`src/rtl/dbi_tx_frame_sched.sv`:
```
// Frame sequencer: emits CASET/PASET/RAMWR preamble, then passes exactly IMG_W*IMG_H*2 pixel bytes to the DBI TX FSM.
// Latency: command bytes come straight from state; pixel bytes are a zero-latency pass-through. Backpressure: tx_rdy_i stalls all bytes.
module dbi_tx_frame_sched #(
    parameter int DATA_W    = 8,
    parameter int IMG_W     = 320,
    parameter int IMG_H     = 240,
    parameter int COL_START = 0,
    parameter int ROW_START = 0
) (
    input  logic              clk,
    input  logic              rst,
    input  logic              start_i,
    input  logic              abort_i,
    input  logic [DATA_W-1:0] pxl_dat_i,
    input  logic              pxl_vld_i,
    output logic              pxl_rdy_o,
    output logic [DATA_W-1:0] tx_dat_o,
    output logic              tx_dc_o,
    output logic              tx_vld_o,
    input  logic              tx_rdy_i,
    output logic              busy_o,
    output logic              frame_done_o
);

    localparam longint TOTAL = longint'(IMG_W) * longint'(IMG_H) * 2;
    localparam int CNT_W = (TOTAL > 2) ? $clog2(TOTAL) : 1;
    localparam logic [CNT_W-1:0] CNT_LAST = CNT_W'(TOTAL - 1);

    localparam logic [15:0] COL_S = 16'(COL_START);
    localparam logic [15:0] COL_E = 16'(COL_START + IMG_W - 1);
    localparam logic [15:0] ROW_S = 16'(ROW_START);
    localparam logic [15:0] ROW_E = 16'(ROW_START + IMG_H - 1);

    typedef enum logic [2:0] {
        IDLE,
        CASET_C,
        CASET_D,
        PASET_C,
        PASET_D,
        RAMWR_C,
        PIXEL,
        DONE
    } state_t;

    state_t           state_q, state_d;
    logic [1:0]       idx_q, idx_d;
    logic [CNT_W-1:0] cnt_q, cnt_d;
    logic             tx_hsk;

    // Address parameters go out big-endian: start hi/lo, then end hi/lo.
    function automatic logic [7:0] par_byte(input logic [15:0] s, input logic [15:0] e,
                                            input logic [1:0] i);
        case (i)
            2'd0:    par_byte = s[15:8];
            2'd1:    par_byte = s[7:0];
            2'd2:    par_byte = e[15:8];
            default: par_byte = e[7:0];
        endcase
    endfunction

    always_comb begin
        tx_vld_o  = 1'b0;
        tx_dc_o   = 1'b0;
        tx_dat_o  = '0;
        pxl_rdy_o = 1'b0;
        case (state_q)
            CASET_C: begin
                tx_vld_o = 1'b1;
                tx_dat_o = DATA_W'(8'h2A);
            end
            CASET_D: begin
                tx_vld_o = 1'b1;
                tx_dc_o  = 1'b1;
                tx_dat_o = DATA_W'(par_byte(COL_S, COL_E, idx_q));
            end
            PASET_C: begin
                tx_vld_o = 1'b1;
                tx_dat_o = DATA_W'(8'h2B);
            end
            PASET_D: begin
                tx_vld_o = 1'b1;
                tx_dc_o  = 1'b1;
                tx_dat_o = DATA_W'(par_byte(ROW_S, ROW_E, idx_q));
            end
            RAMWR_C: begin
                tx_vld_o = 1'b1;
                tx_dat_o = DATA_W'(8'h2C);
            end
            PIXEL: begin
                tx_vld_o  = pxl_vld_i;
                tx_dc_o   = 1'b1;
                tx_dat_o  = pxl_dat_i;
                pxl_rdy_o = tx_rdy_i;
            end
            default: ;
        endcase
    end

    assign tx_hsk       = tx_vld_o & tx_rdy_i;
    assign busy_o       = (state_q != IDLE);
    assign frame_done_o = (state_q == DONE);

    always_comb begin
        state_d = state_q;
        idx_d   = idx_q;
        cnt_d   = cnt_q;
        case (state_q)
            IDLE:    if (start_i) state_d = CASET_C;
            CASET_C: if (tx_hsk) state_d = CASET_D;
            CASET_D: if (tx_hsk) begin
                idx_d = idx_q + 2'd1;
                if (idx_q == 2'd3) state_d = PASET_C;
            end
            PASET_C: if (tx_hsk) state_d = PASET_D;
            PASET_D: if (tx_hsk) begin
                idx_d = idx_q + 2'd1;
                if (idx_q == 2'd3) state_d = RAMWR_C;
            end
            RAMWR_C: if (tx_hsk) state_d = PIXEL;
            PIXEL:   if (tx_hsk) begin
                if (cnt_q == CNT_LAST) begin
                    cnt_d   = '0;
                    state_d = DONE;
                end else begin
                    cnt_d = cnt_q + CNT_W'(1);
                end
            end
            default: state_d = IDLE;
        endcase
        // Abort overrides any handshake-driven advance; the byte taken this cycle is still gone.
        if (abort_i && (state_q != IDLE)) begin
            state_d = IDLE;
            idx_d   = '0;
            cnt_d   = '0;
        end
    end

    always_ff @(posedge clk) begin
        if (rst) begin
            state_q <= IDLE;
            idx_q   <= '0;
            cnt_q   <= '0;
        end else begin
            state_q <= state_d;
            idx_q   <= idx_d;
            cnt_q   <= cnt_d;
        end
    end

endmodule
```
`config.mk`:
```
export PLATFORM = sky130hd
export DESIGN_NAME = dbi_tx_frame_sched
export DESIGN_NICKNAME = d
export VERILOG_FILES = /design/src/rtl/dbi_tx_frame_sched.sv
export SDC_FILE = /design/constraint.sdc
export NUM_CORES = 1
export LEC_CHECK = 0
export ABC_CLOCK_PERIOD_IN_PS = 2300
export BUFFER_PORTS_ARGS = -buffer_cell sky130_fd_sc_hd__buf_4
export CORE_UTILIZATION = 45
export CTS_CLUSTER_SIZE = 10
export DETAILED_ROUTE_END_ITERATION = 12
export GPL_TIMING_DRIVEN = 0
export HOLD_SLACK_MARGIN = 0.03
export PLACE_DENSITY = 0.68
export SETUP_SLACK_MARGIN = 0.2
export SYNTH_ARGS = -nofsm -noshare
export SYNTH_HDL_FRONTEND = slang
export SYNTH_SLANG_ARGS = --single-unit
export TNS_END_PERCENT = 10
```
`constraint.sdc`:
```
create_clock -name clk -period 2.3 [get_ports clk]
set_input_delay 0.345 -clock clk [delete_from_list [all_inputs] [get_ports clk]]
set_output_delay 0.345 -clock clk [all_outputs]
set_load 0.005 [all_outputs]
```
==> results of run 1 <==
[flip-flops by register name, summed over array words and instances, names as in the netlist]
| register | flops |
|---|---|
| idx_q | 2 |
| state_q | 3 |
| cnt_q | 18 |
[cell usage after synthesis (2+ instances only)]
| cell | number |
|---|---|
| sky130_fd_sc_hd__a21oi_1 | 18 |
| sky130_fd_sc_hd__buf_2 | 2 |
| sky130_fd_sc_hd__clkbuf_1 | 5 |
| sky130_fd_sc_hd__nand4b_1 | 2 |
| sky130_fd_sc_hd__and3_1 | 6 |
| sky130_fd_sc_hd__ha_1 | 3 |
| sky130_fd_sc_hd__xor2_1 | 4 |
| sky130_fd_sc_hd__xnor2_1 | 9 |
| sky130_fd_sc_hd__nand4_1 | 5 |
| sky130_fd_sc_hd__a211oi_1 | 3 |
| sky130_fd_sc_hd__nand3_1 | 10 |
| sky130_fd_sc_hd__inv_1 | 7 |
| sky130_fd_sc_hd__or3_1 | 3 |
| sky130_fd_sc_hd__nand2_1 | 14 |
| sky130_fd_sc_hd__nor2b_1 | 3 |
| sky130_fd_sc_hd__dfxtp_1 | 23 |
| sky130_fd_sc_hd__o21ai_0 | 9 |
| sky130_fd_sc_hd__or4_1 | 2 |
| sky130_fd_sc_hd__nor4_1 | 4 |
| sky130_fd_sc_hd__nor3_1 | 5 |
| sky130_fd_sc_hd__nor4bb_1 | 2 |
| sky130_fd_sc_hd__nor2_1 | 20 |
[per-stage QoR]
step,power [W],setup slack (ns)
6_report,0.000752,0.268
5_1_grt,0.000791,0.163
4_1_cts,0.000757,0.158
3_5_place_dp,0.000566,0.143
3_3_place_gp,0.000562,0.158
2_1_floorplan,0.000504,0.385
[what timing repair did]
item                                    CTS  global route
gates resized for setup                   2             4
setup buffers                             0             1
endpoints found under the setup margin   13            22
pin swaps                                 0             1
[logic make-up after synthesis]
logic type                 synth area share, %
DFF                                       32.7
buffers and inverters                     5.24
AOI/OAI and AO/OA                         18.0
and+or+nand+nor                           32.6
muxes                                    0.711
adders and majority gates                 2.66
xor gates and xnor gates                  8.08
[cell type report]
cell class              instances  area share, %
inverters                       7           1.57
flip-flops and latches         23           27.4
plain buffers                   9           2.98
clock inverters                 1          0.298
multi-input cells             142           52.9
well taps                      31           2.31
clock buffers                   3           1.34
repair buffers                 25           11.2
[critical path, cell delays in order (launching register included)]
cell and delay (ns):
sky130_fd_sc_hd__dfxtp_1 0.33, sky130_fd_sc_hd__buf_6 0.13, sky130_fd_sc_hd__nand4b_4 0.24, sky130_fd_sc_hd__or4_4 0.60
sky130_fd_sc_hd__o21ai_4 0.28, sky130_fd_sc_hd__buf_2 0.27, sky130_fd_sc_hd__nor2_1 0.07
[worst paths after layout]
kind	from	slack, ns	to	depth (start not counted)
setup / recovery	state_q[0]$_SDFFE_PP0P_	0.27	cnt_q[2]$_SDFFE_PP0P_	6
hold / removal	rst	0.37	state_q[0]$_SDFFE_PP0P_	4
setup reg to reg	state_q[0]$_SDFFE_PP0P_	0.27	cnt_q[2]$_SDFFE_PP0P_	6
hold reg to reg	cnt_q[17]$_SDFFE_PP0P_	0.50	cnt_q[17]$_SDFFE_PP0P_	2
[power breakdown]
part           switching, W  internal (W)
combinational     0.0000825     0.0000695
clock              0.000128     0.0000652
sequential       0.00000301      0.000404
[per-layer routing]
metal  up-vias  global-route usage, %  routed length [um]
met5         -                      0                   0
met4         0                   7.48                  34
met3         4                   2.68                 122
met2        25                   33.2                1470
met1       653                   28.5                1570
li1        715                      -                   -
==> results.md, run 1 <==
- The H-tree depth is 1.
- The cell count after synthesis is 181.
- The run finished, with violations left.
- The mapped netlist covers 0.00141 mm^2.
- The flip-flop cell with the highest count after synthesis is sky130_fd_sc_hd__dfxtp_1.
- The transition at the pin with the smallest max-transition slack is 0.834 ns.
- Setup repair after global routing could not meet its margin everywhere.
- The number of global-route vias before repair is 1,238.
- The floorplan step defined a die boundary enclosing 0.00336 mm^2.
- After the last flow step, the layout net total stands at 228.
- In the post-synthesis netlist, the biggest area contributors are sky130_fd_sc_hd__dfxtp_1 33%, sky130_fd_sc_hd__a21oi_1 6.4%, sky130_fd_sc_hd__xnor2_1 5.6%.
- The worst hold slack is 0.374 ns.
- The number of inserted diodes is 0.
- The library cell used most frequently in the layout, excluding fill and tap cells, is sky130_fd_sc_hd__buf_4.
- After detailed routing, the total wire length is 3190 um.
- In the final layout, flip-flops and latches occupy 460 um^2.
- The via count normalized by instance count is 5.80.
- At the worst endpoint, the required time is 2.52 ns.
- The total power density per cell area is 448 mW/mm^2.
- The average instance in the mapped netlist occupies 7.78 um^2.
- The height of the chip is 58.0 um.
- Across the VDD grid, the largest voltage drop is 0.335 mV.
- Entering global routing, the biggest net connects 14 pins.
- The number of enable-type register cells in the synthesized netlist is 0.
- TritonCTS built the clock tree.
- Counting along the longest clock path gives a buffer depth of 2.
- STA classifies the critical path endpoint as a register.
- The fill cell instance count of the final layout is 293.
- The total track usage is 20.7%.
- Along the worst path, the maximum fanout reaches 10.
- The count of placed standard cells in the final layout, fillers left out is 241.
- After detailed routing, the average wire length per cell comes to 13.2 um.
- The final reports fail on design-rule violations.
- The end-of-flow core utilization is 58.8%.
- The clock reaches the later pin of the worst-skew pair after 0.32 ns.
- The initial utilization of the core area, before any placement, comes to 49.4%.
- The number of port buffers is 24.
- Detailed placement finished with a half-perimeter wire length of 2410 um.
- The dominant cell type by area after synthesis is sky130_fd_sc_hd__dfxtp_1.
- For this run, the number of Yosys warnings is 0.
- The first global-routing pass estimated 5420 um of wire.
- The iteration-0 DRC count of the detailed router is 57.
- The number of nets in the synthesized netlist is 198.
- Once placement completed, the tool counted placed cells totaling 236.
- Once layout is done, the placed cells without fillers occupy 0.00168 mm^2.
- The top-area cell type share of the netlist area is 32.7%.
- The post-layout minimum cycle time is 2.03 ns.
- The tool flagged a number of max-cap violations equal to 0.
- Across the routed clock network, the largest skew measured is 0.00284 ns.
- The total area inside the core boundary comes to 0.00285 mm^2.
- The data arrival time at the worst-slack endpoint is 2.25 ns.
- The number of antenna violations at the first check in global routing is 0.
- The path type of the worst min-delay path is primary input to register.
- CTS placed an instance of sky130_fd_sc_hd__clkbuf_4 at the clock tree root.
- The multi-input combinational cells in the finished layout cover a total of 887 um^2.
- Timing would allow up to 0.492 GHz.
- The final global-route overflow total is 0.
- The clock-pin slew of the registers on the worst-case setup and hold paths is 0.13 ns.
- The count of antenna-violating nets left after detailed routing is 0.
- The fraction of layout instances using a drive strength above 1 is 19.0%.
- Summed over all failing endpoints, the final setup total negative slack is 0 ns.
- The share of the Yosys chip area taken by registers is 32.7%.
- Setup violations remaining at the end of the flow were counted as 0.
- The headroom to the max-slew limit is 43.9%.
- The fraction of registers with async set or reset after synthesis is 0%.
- The number of standard-cell rows in the floorplan is 19.
- At the end of routability-driven placement, the weighted congestion stood at 0.832.
- For this run, design rule violations remaining after detail routing come to 1.
- The top cell types in the final layout, fill and taps aside, are 26 x sky130_fd_sc_hd__buf_4, 23 x sky130_fd_sc_hd__dfxtp_1, 20 x sky130_fd_sc_hd__nor2_1, 18 x sky130_fd_sc_hd__a21oi_1, 14 x sky130_fd_sc_hd__nand2_1.
- The element type at the critical path start is a register.
- The total clock buffers created by CTS is 3.
- The detailed-routing iteration count for the pre-antenna-repair pass is 8.
- The hold buffer count at CTS is 0.
- The number of failing hold endpoints at the final stage was 0.
- Yosys mapped the design onto 44 distinct sky130hd cell types.
- In the finished design, the share of the clock period the worst path needs comes to 88.3%.
- The clock sink total is 23.
- Pin placement for this block handled 27 I/O pins.
- The die outline width is 58.0 um.
- The static leakage is 0.627 nW.
- Summing all placed instances gives a cell area of 0.00163 mm^2.
- The via count of the routed design is 1,397.
- The count of pins over their slew limit was 0.
- In this run, synthesis produced a sequential element count of 23.
- The area overhead of the layout relative to synthesis is 19.1%.
- The worst setup path is of the register to register kind.
Power figures use the tool's default switching activity.
==> run 2: changes to the inputs <==
--- a/config.mk
+++ b/config.mk
@@ -5,7 +5,7 @@
 export SDC_FILE = /design/constraint.sdc
 export NUM_CORES = 1
 export LEC_CHECK = 0
-export ABC_CLOCK_PERIOD_IN_PS = 2300
+export ABC_CLOCK_PERIOD_IN_PS = 2500
 export BUFFER_PORTS_ARGS = -buffer_cell sky130_fd_sc_hd__buf_4
 export CORE_UTILIZATION = 45
 export CTS_CLUSTER_SIZE = 10
==> constraint.sdc (replaced) <==
create_clock -name clk -period 2.5 [get_ports clk]
set_input_delay 0.375 -clock clk [delete_from_list [all_inputs] [get_ports clk]]
set_output_delay 0.375 -clock clk [all_outputs]
set_load 0.005 [all_outputs]
==> results.md, run 2 (same netlist as run 1, synthesis figures left out) <==
- The number of flip-flops in the largest register was 18 (unchanged).
- The data arrival time at the worst-slack endpoint is 1.78 ns (was 2.25 ns).
- The via count of the routed design is 1,387 (was 1,397).
- The headroom to the max-slew limit is 41.9% (was 43.9%).
- The iteration-0 DRC count of the detailed router is 57 (unchanged).
- The number of setup violations in the final report is 0 (unchanged).
- The half-perimeter wire length of the detailed placement result is 2410 um (unchanged).
- The largest net degree at the start of global routing is 14 (unchanged).
- The fraction of layout instances using a drive strength above 1 came to 17.7% (was 19.0%).
- The total power density per cell area is 417 mW/mm^2 (was 448 mW/mm^2).
- The count of buffers added by post-CTS timing repair for setup is 0 (unchanged).
- The die outline width came to 58.0 um (unchanged).
- The number of max-cap violations is 0 (unchanged).
- The static leakage is 0.625 nW (was 0.627 nW).
- The core area came to 0.00285 mm^2 (unchanged).
- The register area is 460 um^2 (unchanged).
- The transition at the pin with the smallest max-transition slack came to 0.863 ns (was 0.834 ns).
- Leading registers by flop count: cnt_q (18), state_q (3), idx_q (2) (unchanged).
- The average detailed-routed wire length per instance is 13.2 um (about the same).
- Based on the critical path, the design can be clocked at up to 0.465 GHz.
- The path type of the worst min-delay path is primary input to register (unchanged).
- The routed wire length came to 3160 um (was 3190 um).
- The final-layout setup total negative slack is 0 ns (unchanged).
- The worst endpoint required time is 2.12 ns (was 2.52 ns).
- The first-pass GRT wire length is 5420 um (unchanged).
- The number of failing hold endpoints at the final stage was 0 (unchanged).
- The floorplan die area is 0.00336 mm^2 (unchanged).
- The via count normalized by instance count is 5.78 (was 5.80).
- The worst clock skew is 0.00286 ns (was 0.00284 ns).
- The count of pins over their slew limit is 0 (unchanged).
- The TritonCTS clock tree is built (unchanged).
- The total clock buffers created by CTS came to 3 (unchanged).
- The capturing element type of the critical path was an output pin (was register).
- The count of placed standard cells in the final layout, fillers left out is 240 (was 241).
- The class of the most critical setup path is register to output pin (was register to register).
- The path depth of the worst reg2reg path is 6 (unchanged).
- The count of antenna-violating nets left after detailed routing is 0 (unchanged).
- The worst-case register-to-register setup slack was 0.40 ns (was 0.27 ns).
- The worst slack at placement is 0.313 ns (was 0.143 ns).
- The beginning of the worst register-to-register path is state_q[0]$_SDFFE_PP0P_ (unchanged).
- Violations in the final reports: design-rule violations (unchanged).
- The total area of multi-input combinational cells is 875 um^2 (was 887 um^2).
- The cell count after placement is 236 (unchanged).
- The peak supply drop is 0.308 mV (was 0.335 mV).
- The highest fanout seen on the critical path is 8 (was 10).
- The largest register by flop count is cnt_q (unchanged).
- Unrepaired setup endpoints after global routing: false (was true).
- The final setup slack of the worst path is 0.347 ns (was 0.268 ns).
- The number of antenna violations at the first check in global routing is 0 (unchanged).
- The number of inserted diodes was 0 (unchanged).
- The number of standard-cell rows in the floorplan is 19 (unchanged).
- The worst path in the final design needs a cycle of 2.15 ns, including I/O delays and setup.
- The worst-skew pair later-pin latency is 0.32 ns (about the same).
- The starting density of the core came to 49.4% (unchanged).
- The H-tree depth is 1 (unchanged).
- The destination of the worst register-to-register timing path is cnt_q[2]$_SDFFE_PP0P_ (unchanged).
- The area overhead of the layout relative to synthesis came to 17.7% (was 19.1%).
- The total DRC errors in the routed layout is 1 (unchanged).
- The clock sink total came to 23 (unchanged).
- The number of I/O pins is 27 (unchanged).
- The element type at the critical path start is a register (unchanged).
- The height of the chip is 58.0 um (unchanged).
- The clock-pin slew of the registers on the worst-case setup and hold paths is 0.13 ns (about the same).
- The detailed-routing iteration count for the pre-antenna-repair pass is 8 (unchanged).
- The count of nets after finishing came to 227 (was 228).
- Commonest non-fill, non-tap cells in the layout: 25 x sky130_fd_sc_hd__buf_4, 23 x sky130_fd_sc_hd__dfxtp_1, 20 x sky130_fd_sc_hd__nor2_1, 18 x sky130_fd_sc_hd__a21oi_1, 14 x sky130_fd_sc_hd__nand2_1 (was 26 x sky130_fd_sc_hd__buf_4, 23 x sky130_fd_sc_hd__dfxtp_1, 20 x sky130_fd_sc_hd__nor2_1, 18 x sky130_fd_sc_hd__a21oi_1, 14 x sky130_fd_sc_hd__nand2_1).
- The endpoint of the worst setup timing path is tx_dat_o[3] (was cnt_q[2]$_SDFFE_PP0P_).
- The final global-route overflow total is 0 (unchanged).
- The maximum clock insertion buffer count came to 2 (unchanged).
- The fill cell instance count of the final layout is 296 (was 293).
- The root cell of the clock tree is sky130_fd_sc_hd__clkbuf_4 (unchanged).
- The first element of the critical path was idx_q[0]$_SDFFE_PP0P_ (was state_q[0]$_SDFFE_PP0P_).
- The final critical path takes up 86.1% of the cycle.
- The leading cell type in the layout, fill and taps excluded is sky130_fd_sc_hd__buf_4 (unchanged).
- The number of global-route vias before repair is 1,238 (unchanged).
- The hold buffer count at CTS came to 0 (unchanged).
- The number of port buffers is 24 (unchanged).
- Result of the run: finished, violations left (unchanged).
- The total track usage is 20.7% (unchanged).
- The routability congestion estimate came to 0.832 (unchanged).
-- run 2: worst max-delay path, stage by stage (launching register included) --
cell and delay (ns):
sky130_fd_sc_hd__dfxtp_1 0.40, sky130_fd_sc_hd__ha_1 0.32, sky130_fd_sc_hd__nor2b_1 0.36, sky130_fd_sc_hd__a21oi_1 0.07, sky130_fd_sc_hd__o21ai_0 0.17, sky130_fd_sc_hd__buf_4 0.14
-- run 2: repair_timing --
item | 4_1_cts | 5_1_grt
resized for setup | 0 | 4
hold endpoints to repair | 0 | 0
setup endpoints to repair | 0 | 6
-- run 2: routing by layer --
layer	track usage, %	vias to the layer above	routed length (um)
met5	0	-	0
met4	7.48	0	41
met3	2.68	5	143
met2	33.2	26	1410
met1	28.5	642	1560
li1	-	714	-
-- run 2: cell type report --
class,count,share of cell area (%)
clock buffer,3,1.36
sequential,23,27.8
timing repair buffer,24,10.9
inverter,7,1.58
tap,31,2.34
buffer,9,3.02
clock inverter,1,0.302
multi-input combinational,142,52.8
-- run 2: how the worst min path moves through the flow --
stage / slack [ns] / start / depth (start not counted) / endpoint
2_1_floorplan: 0.45 / cnt_q[17]$_SDFFE_PP0P_ / 2 / cnt_q[17]$_SDFFE_PP0P_
3_3_place_gp: 0.47 / cnt_q[1]$_SDFFE_PP0P_ / 2 / cnt_q[1]$_SDFFE_PP0P_
3_5_place_dp: 0.49 / cnt_q[17]$_SDFFE_PP0P_ / 2 / cnt_q[17]$_SDFFE_PP0P_
4_1_cts: 0.38 / rst / 4 / cnt_q[14]$_SDFFE_PP0P_
5_1_grt: 0.40 / rst / 4 / cnt_q[14]$_SDFFE_PP0P_
6_report: 0.39 / rst / 4 / cnt_q[14]$_SDFFE_PP0P_
-- run 2: per-stage QoR --
step                      total power (W)  area [um^2]  hold WS, ns  utilization [%]
after CTS                        0.000696         1660        0.380             58.0
after global routing             0.000726         1660        0.398             58.1
after floorplan                  0.000464         1410        0.453                -
after detailed placement         0.000520         1630        0.486             57.1
after global placement           0.000517         1630        0.465             57.1
final                            0.000691         1660        0.389             58.1
-- run 2: power breakdown --
group	leakage (nW)	internal, W	switching, W
sequential	0.185	0.000372	0.00000269
combinational	0.421	0.0000632	0.0000755
clock	0.0177	0.0000600	0.000118
total	0.625	0.000495	0.000196
